### src/rtl/iiitb_sd_ser_if.sv
// Parallel-in / serial-out handshake bundle for iiitb_sd_ser.
// master: upstream word source (drives data_in/data_valid).
// slave : the serializer (drives data_ready and the serial-side outputs).
interface iiitb_sd_ser_if #(
  parameter int WIDTH = 8
);
  logic [WIDTH-1:0] data_in;
  logic             data_valid;
  logic             data_ready;
  logic             sequence_out;
  logic             bit_valid;
  logic             frame_start;
  logic             busy;

  modport master (
    output data_in, data_valid,
    input  data_ready, sequence_out, bit_valid, frame_start, busy
  );

  modport slave (
    input  data_in, data_valid,
    output data_ready, sequence_out, bit_valid, frame_start, busy
  );
endinterface

### src/rtl/iiitb_sd_ser.sv
// iiitb_sd_ser: WIDTH-bit parallel word to LSB-first serial stream feeding
// a downstream sequence detector. One bit per clock, bit 0 appears the cycle
// after the accept edge, back-to-back frames when a word is accepted on the
// final bit cycle.
// Optional feature: define IIITB_SD_SER_PARITY_EN to append an even-parity
// bit (XOR of the data bits) after the last data bit of every frame.
module iiitb_sd_ser #(
  parameter int WIDTH = 8
) (
  input logic          clock,
  input logic          reset,
  iiitb_sd_ser_if.slave bus
);

  localparam int            CW   = (WIDTH > 1) ? $clog2(WIDTH) : 1;
  localparam logic [CW-1:0] LAST = CW'(WIDTH - 1);
`ifndef IIITB_SD_SER_PARITY_EN
  // Without parity, the last data bit is the handoff cycle, so ready is
  // raised when the counter steps onto it.
  localparam logic [CW-1:0] PENULT = CW'(WIDTH - 2);
`endif

  typedef enum logic [1:0] {
    SHIFT  = 2'd0,
    IDLE   = 2'd1
`ifdef IIITB_SD_SER_PARITY_EN
    ,
    PARITY = 2'd2
`endif
  } state_t;

  state_t           state;
  logic [CW-1:0]    cnt;
  logic [WIDTH-1:0] shreg;
`ifdef IIITB_SD_SER_PARITY_EN
  logic             par;
`endif
  logic             ready;
  logic             seq;
  logic             bv;
  logic             fs;
  logic             busy_r;
  logic             accept;

  // Ready is a registered output, so accept never looks at the combinational
  // state of data_valid beyond the current edge.
  assign accept = bus.data_valid & ready;

  assign bus.data_ready   = ready;
  assign bus.sequence_out = seq;
  assign bus.bit_valid    = bv;
  assign bus.frame_start  = fs;
  assign bus.busy         = busy_r;

  // Frame FSM: all outputs registered; shreg holds the not-yet-emitted bits.
  always_ff @(posedge clock or posedge reset) begin
    if (reset) begin
      state  <= IDLE;
      cnt    <= '0;
      shreg  <= '0;
`ifdef IIITB_SD_SER_PARITY_EN
      par    <= 1'b0;
`endif
      ready  <= 1'b0;
      seq    <= 1'b0;
      bv     <= 1'b0;
      fs     <= 1'b0;
      busy_r <= 1'b0;
    end else if (accept) begin
      // Bit 0 goes out directly; the remaining bits wait in shreg.
      state  <= SHIFT;
      cnt    <= '0;
      shreg  <= {1'b0, bus.data_in[WIDTH-1:1]};
`ifdef IIITB_SD_SER_PARITY_EN
      par    <= ^bus.data_in;
`endif
      ready  <= 1'b0;
      seq    <= bus.data_in[0];
      bv     <= 1'b1;
      fs     <= 1'b1;
      busy_r <= 1'b1;
    end else begin
      case (state)
        SHIFT: begin
          if (cnt == LAST) begin
            cnt <= '0;
            fs  <= 1'b0;
`ifdef IIITB_SD_SER_PARITY_EN
            state  <= PARITY;
            seq    <= par;
            bv     <= 1'b1;
            busy_r <= 1'b1;
            ready  <= 1'b1;
`else
            state  <= IDLE;
            seq    <= 1'b0;
            bv     <= 1'b0;
            busy_r <= 1'b0;
            ready  <= 1'b1;
`endif
          end else begin
            cnt   <= cnt + 1'b1;
            seq   <= shreg[0];
            shreg <= shreg >> 1;
            fs    <= 1'b0;
`ifdef IIITB_SD_SER_PARITY_EN
            ready <= 1'b0;
`else
            ready <= (cnt == PENULT);
`endif
          end
        end
`ifdef IIITB_SD_SER_PARITY_EN
        PARITY: begin
          state  <= IDLE;
          seq    <= 1'b0;
          bv     <= 1'b0;
          fs     <= 1'b0;
          busy_r <= 1'b0;
          ready  <= 1'b1;
        end
`endif
        default: begin
          state  <= IDLE;
          cnt    <= '0;
          seq    <= 1'b0;
          bv     <= 1'b0;
          fs     <= 1'b0;
          busy_r <= 1'b0;
          ready  <= 1'b1;
        end
      endcase
    end
  end

endmodule

### src/flat_wrapper.sv
// flat-port wrapper written by rule: the top's interface ports become plain ports
module iiitb_sd_ser_flat 
#(
  parameter int WIDTH = 8
)
  (clock, reset, bus_data_in, bus_data_valid, bus_data_ready, bus_sequence_out, bus_bit_valid, bus_frame_start, bus_busy);
  iiitb_sd_ser_if #(.WIDTH(WIDTH)) bus_i ();
  input logic clock;
  input logic reset;
  input wire logic [$bits(bus_i.data_in)-1:0] bus_data_in;
  input wire logic [$bits(bus_i.data_valid)-1:0] bus_data_valid;
  output wire logic [$bits(bus_i.data_ready)-1:0] bus_data_ready;
  output wire logic [$bits(bus_i.sequence_out)-1:0] bus_sequence_out;
  output wire logic [$bits(bus_i.bit_valid)-1:0] bus_bit_valid;
  output wire logic [$bits(bus_i.frame_start)-1:0] bus_frame_start;
  output wire logic [$bits(bus_i.busy)-1:0] bus_busy;
  assign bus_i.data_in = bus_data_in;
  assign bus_i.data_valid = bus_data_valid;
  assign bus_data_ready = bus_i.data_ready;
  assign bus_sequence_out = bus_i.sequence_out;
  assign bus_bit_valid = bus_i.bit_valid;
  assign bus_frame_start = bus_i.frame_start;
  assign bus_busy = bus_i.busy;
  iiitb_sd_ser #(.WIDTH(WIDTH)) u_core (.clock(clock), .reset(reset), .bus(bus_i));
endmodule
### config.mk
export PLATFORM = sky130hd
export DESIGN_NAME = iiitb_sd_ser_flat
export DESIGN_NICKNAME = d
export VERILOG_FILES = /design/src/rtl/iiitb_sd_ser_if.sv /design/src/rtl/iiitb_sd_ser.sv /design/src/flat_wrapper.sv
export SDC_FILE = /design/constraint.sdc
export NUM_CORES = 1
export LEC_CHECK = 0
export CAP_MARGIN = 20
export CORE_ASPECT_RATIO = 0.8
export CORE_UTILIZATION = 40
export CTS_CLUSTER_DIAMETER = 40
export DETAILED_ROUTE_END_ITERATION = 10
export PLACE_DENSITY = 0.72
export SLEW_MARGIN = 20
export SYNTH_ARGS = -nofsm -noshare
export SYNTH_HDL_FRONTEND = slang
export SYNTH_SLANG_ARGS = --single-unit
### constraint.sdc
create_clock -name clock -period 2.4 [get_ports clock]
set_clock_uncertainty 0.05 [all_clocks]
set_input_delay 0.24 -clock clock [delete_from_list [all_inputs] [get_ports clock]]
set_output_delay 0.24 -clock clock [all_outputs]
set_load 0.05 [all_outputs]
Yosys cells after proc, flatten, opt, wreduce, memory -nomap -nowiden
Cells that the tools add are included.
{"block": "word_totals", "reg_bits": 17}
{"block": "op_classes", "reduce_logical": 3, "addsub": 1, "muxes": 19, "bitwise_logic": 1, "n_eq_ne": 4}
{"cell": "$mux 8", "n": 3}
{"cell": "$mux 1", "n": 10}
{"cell": "$mux 3", "n": 3}
{"cell": "$eq 3x3->1 const B", "n": 2}
{"cell": "$mux 2", "n": 3}
{"cell": "$add 3x1->3 const B", "n": 1}
{"cell": "$ne 3x1->1 const B", "n": 1}
{"cell": "$logic_not 2->1", "n": 1}
{"cell": "$ne 2x1->1 const B", "n": 1}
{"cell": "$reduce_and 2->1", "n": 1}
{"cell": "$reduce_bool 2->1", "n": 1}
{"cell": "$and 1x1->1", "n": 1}

Longest topological paths before layout
Gate-level depths: netlist of the first run.
{"block": "depth", "ltp_word": 4, "depth_mapped": 5}

Least setup slack after synthesis of the first run
No wires, ideal clock.
{"block": "synth_path", "kind": "flip-flop to flip-flop", "from": "reg u_core.cnt[0]", "to": "reg u_core.shreg[0]", "setup_time_ns": 0.082, "setup_slack_ns": 0.886, "synth_period_minus_slack_ns": 1.514, "arrival_time_ns": 1.382, "stages_incl_launch_ff": 6, "cell_sequence": "dfrtp_1 ha_1 ha_1 buf_6 or3b_1 a31oi_1"}
{"block": "synth_via", "elab_chain_cells": 3}
{"item": "start, declared", "line": "iiitb_sd_ser.sv:33", "source": "logic [CW-1:0] cnt;"}
{"item": "start signal, assigned", "line": "iiitb_sd_ser.sv:102", "source": "cnt <= cnt + 1'b1;"}
{"item": "$eq 3x3->1", "line": "iiitb_sd_ser.sv:85", "source": "if (cnt == LAST) begin"}
{"item": "$ne 2x1->1 (no line)"}
{"item": "$reduce_and 2->1 (no line)"}
{"item": "end signal, assigned", "line": "iiitb_sd_ser.sv:73", "source": "shreg <= {1'b0, bus.data_in[WIDTH-1:1]};"}
{"item": "end signal, assigned", "line": "iiitb_sd_ser.sv:104", "source": "shreg <= shreg >> 1;"}
{"item": "end, declared", "line": "iiitb_sd_ser.sv:34", "source": "logic [WIDTH-1:0] shreg;"}
No other way between the ends.
A chain may end at the register's enable or synchronous reset.

Worst setup path after layout of the first run
{"block": "layout_path", "from": "reg u_core.ready (netlist: u_core.bus.data_ready)", "to": "out bus_data_ready"}
{"item": "start, declared", "line": "iiitb_sd_ser.sv:38", "source": "logic ready;"}
{"item": "start signal, assigned", "line": "iiitb_sd_ser.sv:109", "source": "ready <= (cnt == PENULT);"}
{"item": "end, declared", "line": "flat_wrapper.sv:12", "source": "output wire logic [$bits(bus_i.data_ready)-1:0] bus_data_ready;"}
No word-level cell between the ends.

==> results by group, run 1 <==
Pwr
  – Total Power Consumption: 1.06 mW
  – Net switching power: ~0.42 mW
  – Total power divided by cell area: 1230 nW/um^2
  – Combinational fraction of design power: 43.2%
  – IR drop worst, VDD: 883 uV
  – Switch share: 39.2%
  – Leak: 0.411 nW
  – Internal power: 0.646 mW
  – Sequential share of power: between 40 and 50%
  – Proportion of power drawn by the clock network: 13.6%

Floorplanning
  – Top-Level Pins: 16
  – Area of the die: 1890 sq um
  – Floorplan die width: 48.4 um
  – Core box area: 1630 sq um
  – Die Y-Extent: 39.1 um
  – Initial Util: 42.4%
  – Row count: 13

Timing
  – Portion of the clock cycle consumed by the worst path in the final layout: 79.7%
  – Setup Total Neg Slack: 0 ns
  – Max Clock Freq: 523 MHz
  – Count of final max-slew check failures: 0
  – Fin crit period: about 1.9 ns
  – Max transition margin: 62.8%
  – Final-report hold violation count: 0
  – Unrepaired setup endpoints after global routing: false
  – Actual transition at the worst max-transition pin: 0.557 ns
  – Final setup viols: 0

Clock tree
  – Gates resized, CTS repair: 0
  – Maximum buffer depth of the clock tree: 2
  – H-tree depth: 1
  – Clock Tree Root: sky130_fd_sc_hd__clkbuf_4
  – Clk sinks: 15
  – Number of buffers added for setup after CTS: 0
  – Clock latency of the later-clocked register in the worst-skew pair: 0.29 ns
  – Hold Buf Count CTS: 0
  – Clock input transition at the sequential cells of the worst setup and hold paths: 0.09 ns
  – CTS tree: built
  – Num CTS Buffers: 3

Worst setup path
  – Startpoint Class: flop
  – Worst reg2reg path depth: 4
  – Worst-path fanout max: 10
  – Path length in cells of the critical path: 1
  – Worst Path Class, Setup: flop to output pin
  – Kind of end point of the critical path: output pin
  – Critical-path cell with the highest stage delay: sky130_fd_sc_hd__clkdlybuf4s50_1
  – Worst EP arrival: 1.62 ns
  – Number of buffers and inverters on the critical path: 1
  – Top delay family on crit path: buffers and inverters
  – Data required time of the worst path: 2.11 ns
  – CP max stage delay: 0.85 ns
  – Ordered cell list for the critical path: clkdlybuf4s50_1

Routing
  – Overall via count from detail_route: ~500
  – Starting DRT DRC Count: 15
  – Vias per cell: 5.29
  – Aggregate routed wire length: 1300 um
  – DRC violation count after routing: 0
  – Detailed Routing Iterations Pass 1: 5
  – Routed len/inst: 13.6 um
  – Antenna-violating nets left: 0

Yosys
  – Library cell occupying the most area in the post-synthesis netlist: sky130_fd_sc_hd__dfrtp_1
  – Primary flip-flop cell chosen by synthesis mapping: sky130_fd_sc_hd__dfrtp_1
  – Yosys warns: 0
  – Instance count of the mapped netlist: 59
  – Flip-flop and latch count after synthesis: 15
  – Cell types with the largest area share after synthesis: sky130_fd_sc_hd__dfrtp_1, sky130_fd_sc_hd__and3b_1, sky130_fd_sc_hd__or3b_2
  – Post-synth EDFFs: 0
  – Sequential fraction of the synthesis area: 54.6%
  – Post-synthesis cell type count: 23
  – Most common cell in the netlist: sky130_fd_sc_hd__dfrtp_1
  – Commonest cells in the netlist: sky130_fd_sc_hd__dfrtp_1, sky130_fd_sc_hd__a31oi_1, sky130_fd_sc_hd__and3b_1, sky130_fd_sc_hd__o21ai_0, sky130_fd_sc_hd__or3b_2
  – Cell Area, Synth: 689 sq um
  – Yosys top cell area share: 50.8%
  – Synthesized area per cell: 11.7 sq um
  – Mapped Nets: 72
  – Fraction of registers with async set or reset after synthesis: 100%

Placement
  – Number of buffers added on ports: 15
  – Final Wtd Congestion: 0.821
  – Half-perimeter wire length of the detailed placement result: 894 um

Global route
  – Met3 Use GR: about 7.5%
  – First-pass GRT wire length: 2270 um
  – Vias in the first global route: 459
  – Met1 usage: 24.5%
  – Overall global routing resource usage: 17.1%
  – Met2 Usage GRT: 22.9%
  – Congestion Overflow GR: 0
  – Maximum number of pins on one net before global-route repair: 18
  – Antenna violations before repair: 0
  – Layer with the highest usage: met1

Run status
  – Status: finished, final reports clean

Cells and area
  – Fraction of final layout cells with drive strength greater than 1: about 16%
  – Post-synthesis to final-layout area growth: 25.6%
  – Net total in the final layout: around 90
  – Final antenna diode count: 0

Hold path
  – Path class of the lowest-slack min-delay path: input port to async pin

Flow run
  – MaxCap Viol Count: 0
cell usage in the layout (no fill, tap or decap), types with 2 or more instances in the layout:
| cell type | count |
|---|---|
| sky130_fd_sc_hd__clkbuf_4 | 3 |
| sky130_fd_sc_hd__and3b_1 | 6 |
| sky130_fd_sc_hd__or3b_2 | 5 |
| sky130_fd_sc_hd__dfrtp_1 | 14 |
| sky130_fd_sc_hd__inv_1 | 2 |
| sky130_fd_sc_hd__a31oi_1 | 6 |
| sky130_fd_sc_hd__clkdlybuf4s50_1 | 15 |
| sky130_fd_sc_hd__o21ai_0 | 6 |
| sky130_fd_sc_hd__ha_1 | 2 |
| sky130_fd_sc_hd__and3_1 | 2 |
| sky130_fd_sc_hd__nor2_1 | 2 |
worst paths after layout:
kind / to / slack (ns) / start
worst max-delay path: bus_data_ready / 0.49 / u_core.bus.data_ready$_DFF_PP0_
worst min-delay path: u_core.bus.data_ready$_DFF_PP0_ / 0.25 / reset
worst max register to register: u_core.shreg[5]$_DFFE_PP0P_ / 0.67 / u_core.cnt[0]$_DFF_PP0_
worst min register to register: u_core.cnt[0]$_DFF_PP0_ / 0.41 / u_core.cnt[0]$_DFF_PP0_
max in group asynchronous: u_core.state[0]$_DFFE_PP1P_ / 1.68 / reset
min in group clock: u_core.cnt[0]$_DFF_PP0_ / 0.41 / u_core.cnt[0]$_DFF_PP0_
cell type report:
| cell class | count | area, sq um |
|---|---|---|
| fillers | 146 | 761 |
| clock inverters | 1 | 5.00 |
| inverters | 2 | 7.51 |
| clock buffers | 3 | 22.5 |
| repair buffers | 15 | 150 |
| flip-flops and latches | 15 | 377 |
| multi-input cells | 38 | 277 |
| well taps | 22 | 27.5 |
state kept, by name, indices dropped and copies added, names as in the netlist:
| name | cells |
|---|---|
| u_core.bus.bit_valid | 1 |
| u_core.bus.data_ready | 1 |
| u_core.cnt | 3 |
| u_core.shreg | 7 |
| u_core.bus.sequence_out | 1 |
| u_core.state | 1 |
| u_core.bus.frame_start | 1 |
routing by layer:
layer | wire (um) | vias to the layer above
met3 | 86 | 2
met1 | 660 | 243
met4 | 7 | 0
met5 | 0 | -
li1 | - | 248
met2 | 548 | 15
through the flow:
stage / std cells / utilization [%] / instance area, sq um / hold slack, ns / setup slack [ns]
after floorplan: 59 / - / 689 / 0.0908 / 0.886
after global placement: 92 / 51.5 / 838 / 0.377 / 0.763
after detailed placement: 92 / 51.5 / 838 / 0.402 / 0.703
after CTS: 96 / 53.2 / 866 / 0.275 / 0.479
after global routing: 96 / 53.2 / 866 / 0.296 / 0.411
final: 96 / 53.2 / 866 / 0.249 / 0.488
power groups by stage:
stage	registers [mW]	clock network, mW	logic [mW]
global route	0.478	0.156	0.504
floorplan	0.517	0	0.278
global placement	0.459	0	0.451
finish	0.459	0.144	0.458
detailed placement	0.462	0	0.461
CTS	0.458	0.148	0.462
kinds of logic (layout without fill, tap and decap cells):
group | count (synthesis) | count (layout) | synth area share [%]
compound gates | 17 | 17 | 15.4
flops | 15 | 15 | 54.6
fa+ha+maj | 2 | 2 | 3.63
simple gates | 19 | 19 | 21.1
buf+inv | 6 | 21 | 5.26
(Power assumes the default switching activity.)
==> run 2, diff against run 1 <==
Clock period 2.4 ns to 1.9 ns, I/O delays scaled along.
==> results by group, run 2 (synthesis results as in run 1) <==
Cells and area
  – Most flop-heavy register: u_core.shreg
  – Final antenna diode count: 0
  – Post-synthesis to final-layout area growth: 25.0%
  – Area of all sequential standard cells: approximately 380 sq um
  – Most used cells in the layout excluding fill and tap cells: sky130_fd_sc_hd__clkdlybuf4s50_1, sky130_fd_sc_hd__dfrtp_1, sky130_fd_sc_hd__o21ai_0, sky130_fd_sc_hd__and3b_1, sky130_fd_sc_hd__a31oi_1
  – Count of non-filler cells in the finished layout: 96
  – Area of the multi-input gates: 277 sq um
  – Number of flip-flops in the largest register: 7
  – Fill count: 157
  – Leading registers by flop count: u_core.shreg: 7 flops, u_core.cnt: 3 flops
  – Fraction of final layout cells with drive strength greater than 1: 16.2%
  – Net total in the final layout: 88

Routing
  – Aggregate routed wire length: 1360 um
  – Top Metal Used: met3
  – Overall via count from detail_route: 500
  – Antenna-violating nets left: 0
  – Total routed wire length on the met1 layer: 665 um
  – DRC violation count after routing: 0
  – Length of routed met3 wiring: 71 um
  – Routed met2 length: just over 600 um
  – Detailed Routing Iterations Pass 1: 2
  – Starting DRT DRC Count: 3
  – Vias per cell: 5.21
  – Routed len/inst: ~14 um

Clock tree
  – Gates resized, CTS repair: 0
  – Maximum buffer depth of the clock tree: 2
  – Number of buffers added for setup after CTS: 0
  – Clk sinks: 15
  – H-tree depth: 1
  – Num CTS Buffers: 3
  – CTS tree: built
  – Clock Tree Root: sky130_fd_sc_hd__clkbuf_4
  – Clock latency of the later-clocked register in the worst-skew pair: 0.28 ns
  – Clock input transition at the sequential cells of the worst setup and hold paths: 0.08 ns
  – Hold Buf Count CTS: 0

Floorplanning
  – Floorplan die width: 48.4 um
  – Area of the die: 1890 sq um
  – Core box area: 1630 sq um
  – Row count: 13
  – Top-Level Pins: 16
  – Initial Util: a little over two fifths
  – Die Y-Extent: just under 40 um

Timing
  – Fin crit period: about 1.7 ns
  – Setup Total Neg Slack: 0 ns
  – Final setup viols: 0
  – Actual transition at the worst max-transition pin: between 0.5 and 0.6 ns
  – Count of final max-slew check failures: 0
  – Max transition margin: around 62%
  – Unrepaired setup endpoints after global routing: false
  – Max Clock Freq: 586 MHz
  – Portion of the clock cycle consumed by the worst path in the final layout: between 80% and 90%
  – Final-report hold violation count: 0

Placement
  – Half-perimeter wire length of the detailed placement result: 923 um
  – Number of instances in the placed design: between 90 and 100
  – Final Wtd Congestion: 0.811
  – Number of buffers added on ports: 15

Global route
  – Antenna violations before repair: 0
  – Congestion Overflow GR: 0
  – Overall global routing resource usage: 17.4%
  – Maximum number of pins on one net before global-route repair: 18
  – Vias in the first global route: 488
  – First-pass GRT wire length: 2310 um

Worst setup path
  – Kind of end point of the critical path: output pin
  – Critical-path cell with the highest stage delay: sky130_fd_sc_hd__clkdlybuf4s50_1
  – Worst Path Class, Setup: flop to output pin
  – Top delay family on crit path: buffers and inverters
  – Path length in cells of the critical path: 1
  – Startpoint Class: flop
  – Number of buffers and inverters on the critical path: 1
  – Data required time of the worst path: around 1.7 ns
  – Ordered cell list for the critical path: clkdlybuf4s50_1
  – Worst-path fanout max: 3
  – Worst reg2reg path depth: 4
  – CP max stage delay: 0.81 ns
  – Worst EP arrival: around 1.5 ns

Pwr
  – Leak: 0.410 nW
  – Total power divided by cell area: 1560 nW/um^2
  – IR drop worst, VDD: 939 uV

Flow run
  – MaxCap Viol Count: 0

Hold path
  – Path class of the lowest-slack min-delay path: input port to async pin

Run status
  – Status: finished, final reports clean
==> run 2: changes by cell type in the layout (fill, tap and decap cells not counted) <==
cell	previous run	this run
sky130_fd_sc_hd__clkbuf_1	0	1
sky130_fd_sc_hd__clkdlybuf4s50_1	15	14
sky130_fd_sc_hd__clkinv_2	1	0
sky130_fd_sc_hd__buf_4	0	1
==> run 2: cell type report <==
cell class                      instances  area share (%)
Sequential cell                        15            43.7
Multi-Input combinational cell         38            32.1
Timing Repair Buffer                   15            17.1
Tap cell                               22            3.19
Clock buffer                            4            3.05
Inverter                                2           0.871
==> run 2: metal layers <==
layer  up-vias  global-route usage, %
met3         0                   6.67
met1       242                   20.6
met2        11                   29.2
li1        247                      -
met5         -                      0
met4         0                   6.62
==> run 2: final timing paths <==
path | slack [ns] | endpoint | startpoint
worst max-delay path | 0.19 | bus_bit_valid | u_core.bus.bit_valid$_DFFE_PP0P_
worst min-delay path | 0.21 | u_core.shreg[0]$_DFFE_PP0P_ | reset
worst max register to register | 0.20 | u_core.shreg[5]$_DFFE_PP0P_ | u_core.cnt[0]$_DFF_PP0_
worst min register to register | 0.42 | u_core.cnt[0]$_DFF_PP0_ | u_core.cnt[0]$_DFF_PP0_
max in group asynchronous | 1.22 | u_core.state[0]$_DFFE_PP1P_ | reset
min in group clock | 0.42 | u_core.cnt[0]$_DFF_PP0_ | u_core.cnt[0]$_DFF_PP0_
==> run 2: where the power goes <==
group / internal (mW) / total [mW] / switching, mW
logic: 0.263 / 0.572 / 0.310
clock network: 0.0816 / 0.180 / 0.0983
registers: 0.469 / 0.589 / 0.120
total: 0.813 / 1.34 / 0.528
==> run 2: through the flow <==
stage	utilization, %	instance area [sq um]	hold slack [ns]	power, mW	setup WS (ns)
2_1_floorplan	-	689	0.0408	1.01	0.386
3_3_place_gp	51.4	836	0.374	1.15	0.281
3_5_place_dp	51.4	836	0.397	1.17	0.225
4_1_cts	53.0	862	0.232	1.35	0.182
5_1_grt	53.0	862	0.254	1.43	0.105
6_report	53.0	862	0.208	1.34	0.194
==> run 3, diff against run 2 <==
Settings changed: CORE_ASPECT_RATIO 0.8 to default, CORE_UTILIZATION 40 to 47, PLACE_DENSITY 0.72 to 0.82, REMOVE_ABC_BUFFERS from default to 1.
==> results by group, run 3 (synthesis results as in run 1) <==
Placement
  – Final Wtd Congestion: 0.724
  – Post-placement setup slack: roughly 0.18 ns
  – Half-perimeter wire length of the detailed placement result: 860 um
  – Number of buffers added on ports: 15

Cells and area
  – Fraction of final layout cells with drive strength greater than 1: between 10% and 20%
  – Final core area utilization: 64.0%
  – Number of flip-flops in the largest register: 7
  – Leading registers by flop count: u_core.shreg: 7 flops, u_core.cnt: 3 flops
  – Area of the multi-input gates: between 200 and 300 sq um
  – Net total in the final layout: between 80 and 90
  – Fill count: 112
  – Post-synthesis to final-layout area growth: 23.8%
  – Most flop-heavy register: u_core.shreg
  – Area of all sequential standard cells: 377 sq um
  – Final antenna diode count: 0
  – Most used cells in the layout excluding fill and tap cells: sky130_fd_sc_hd__clkdlybuf4s50_1, sky130_fd_sc_hd__dfrtp_1, sky130_fd_sc_hd__o21ai_0, sky130_fd_sc_hd__and3b_1, sky130_fd_sc_hd__a31oi_1

Pwr
  – Leak: 0.410 nW
  – Total Power Consumption: approximately 1.3 mW
  – Total power divided by cell area: between 1500 and 2000 nW/um^2
  – IR drop worst, VDD: 970 uV

Clock tree
  – Clk sinks: 15
  – Clock Tree Root: sky130_fd_sc_hd__clkbuf_4
  – Num CTS Buffers: 3
  – Number of buffers added for setup after CTS: 0
  – H-tree depth: 1
  – Gates resized, CTS repair: 0
  – Clock input transition at the sequential cells of the worst setup and hold paths: 0.09 ns
  – Clock latency of the later-clocked register in the worst-skew pair: 0.28 ns
  – Hold Buf Count CTS: 0
  – Maximum buffer depth of the clock tree: 2
  – CTS tree: built

Run status
  – Status: finished, final reports clean

Routing
  – DRC violation count after routing: 0
  – Starting DRT DRC Count: 9
  – Detailed Routing Iterations Pass 1: 4
  – Aggregate routed wire length: approximately 1300 um
  – Overall via count from detail_route: approximately 500
  – Routed len/inst: 14.7 um
  – Total routed wire length on the met1 layer: 684 um
  – Top Metal Used: met4
  – Vias per cell: 5.58
  – Routed met2 length: 542 um
  – Antenna-violating nets left: 0
  – Length of routed met3 wiring: 67 um

Floorplanning
  – Core box area: 1330 sq um
  – Area of the die: 1620 sq um
  – Initial Util: between 50% and 60%
  – Row count: 13
  – Floorplan die width: just over 40 um
  – Die Y-Extent: about 40 um
  – Top-Level Pins: 16

Timing
  – Count of final max-slew check failures: 0
  – Actual transition at the worst max-transition pin: 0.555 ns
  – Final-report hold violation count: 0
  – Final setup viols: 0
  – Portion of the clock cycle consumed by the worst path in the final layout: around 92%
  – Fin crit period: roughly 1.8 ns
  – Max Clock Freq: 571 MHz
  – Unrepaired setup endpoints after global routing: false
  – Max transition margin: 62.9%
  – Setup Total Neg Slack: 0 ns
  – Post-route setup slack: 0.148 ns
  – Hold slack final: 0.198 ns

Global route
  – Vias in the first global route: around 430
  – Congestion Overflow GR: 0
  – Maximum number of pins on one net before global-route repair: 18
  – First-pass GRT wire length: 1980 um
  – Overall global routing resource usage: just under 20%
  – Antenna violations before repair: 0

Worst setup path
  – Startpoint Class: flop
  – Worst EP arrival: 1.90 ns
  – Worst reg2reg path depth: 4
  – Worst Path Class, Setup: flop to flop
  – Data required time of the worst path: 2.05 ns
  – Kind of end point of the critical path: flop
  – Worst-path fanout max: 15

Flow run
  – MaxCap Viol Count: 0

Hold path
  – Path class of the lowest-slack min-delay path: input port to async pin
## run 3: area by class of cell
type	count	share of cell area, %
sequential	15	44.1
inverter	2	0.880
tap	15	2.20
timing repair buffer	15	17.3
clock buffer	4	3.08
multi-input combinational	38	32.4
## run 3: final timing paths
path | slack [ns] | from | to
setup / recovery | 0.15 | u_core.cnt[0]$_DFF_PP0_ | u_core.shreg[5]$_DFFE_PP0P_
max in group asynchronous | 1.24 | reset | u_core.state[0]$_DFFE_PP1P_
min in group clock | 0.43 | u_core.cnt[0]$_DFF_PP0_ | u_core.cnt[0]$_DFF_PP0_
setup reg to reg | 0.15 | u_core.cnt[0]$_DFF_PP0_ | u_core.shreg[5]$_DFFE_PP0P_
hold / removal | 0.20 | reset | u_core.cnt[0]$_DFF_PP0_
hold reg to reg | 0.43 | u_core.cnt[0]$_DFF_PP0_ | u_core.cnt[0]$_DFF_PP0_
## run 3: critical path, cell delays in order, from the launching register on
cell and delay [ns]:
sky130_fd_sc_hd__dfrtp_1 0.40, sky130_fd_sc_hd__ha_1 0.21, sky130_fd_sc_hd__ha_1 0.31, sky130_fd_sc_hd__or3b_2 0.49, sky130_fd_sc_hd__a31oi_1 0.21
## run 3: per-layer routing
layer / up-vias / global-route usage (%)
li1: 247 / -
met1: 232 / 26.2
met2: 16 / 29.0
met3: 2 / 3.33
met4: 0 / 10.0
met5: - / 0
## run 3: power breakdown
| part | leakage, nW | total, mW | internal (mW) | switching [mW] |
|---|---|---|---|---|
| Clock | 0.0150 | 0.180 | 0.0815 | 0.0989 |
| Sequential | 0.188 | 0.585 | 0.469 | 0.116 |
| Combinational | 0.206 | 0.577 | 0.264 | 0.313 |
| Total | 0.410 | 1.34 | 0.815 | 0.528 |
## run 3: through the flow
stage                     cell area [sq um]  cells
after CTS                               853     89
after global routing                    853     89
final                                   853     89
after detailed placement                827     85
after floorplan                         661     55
after global placement                  827     85
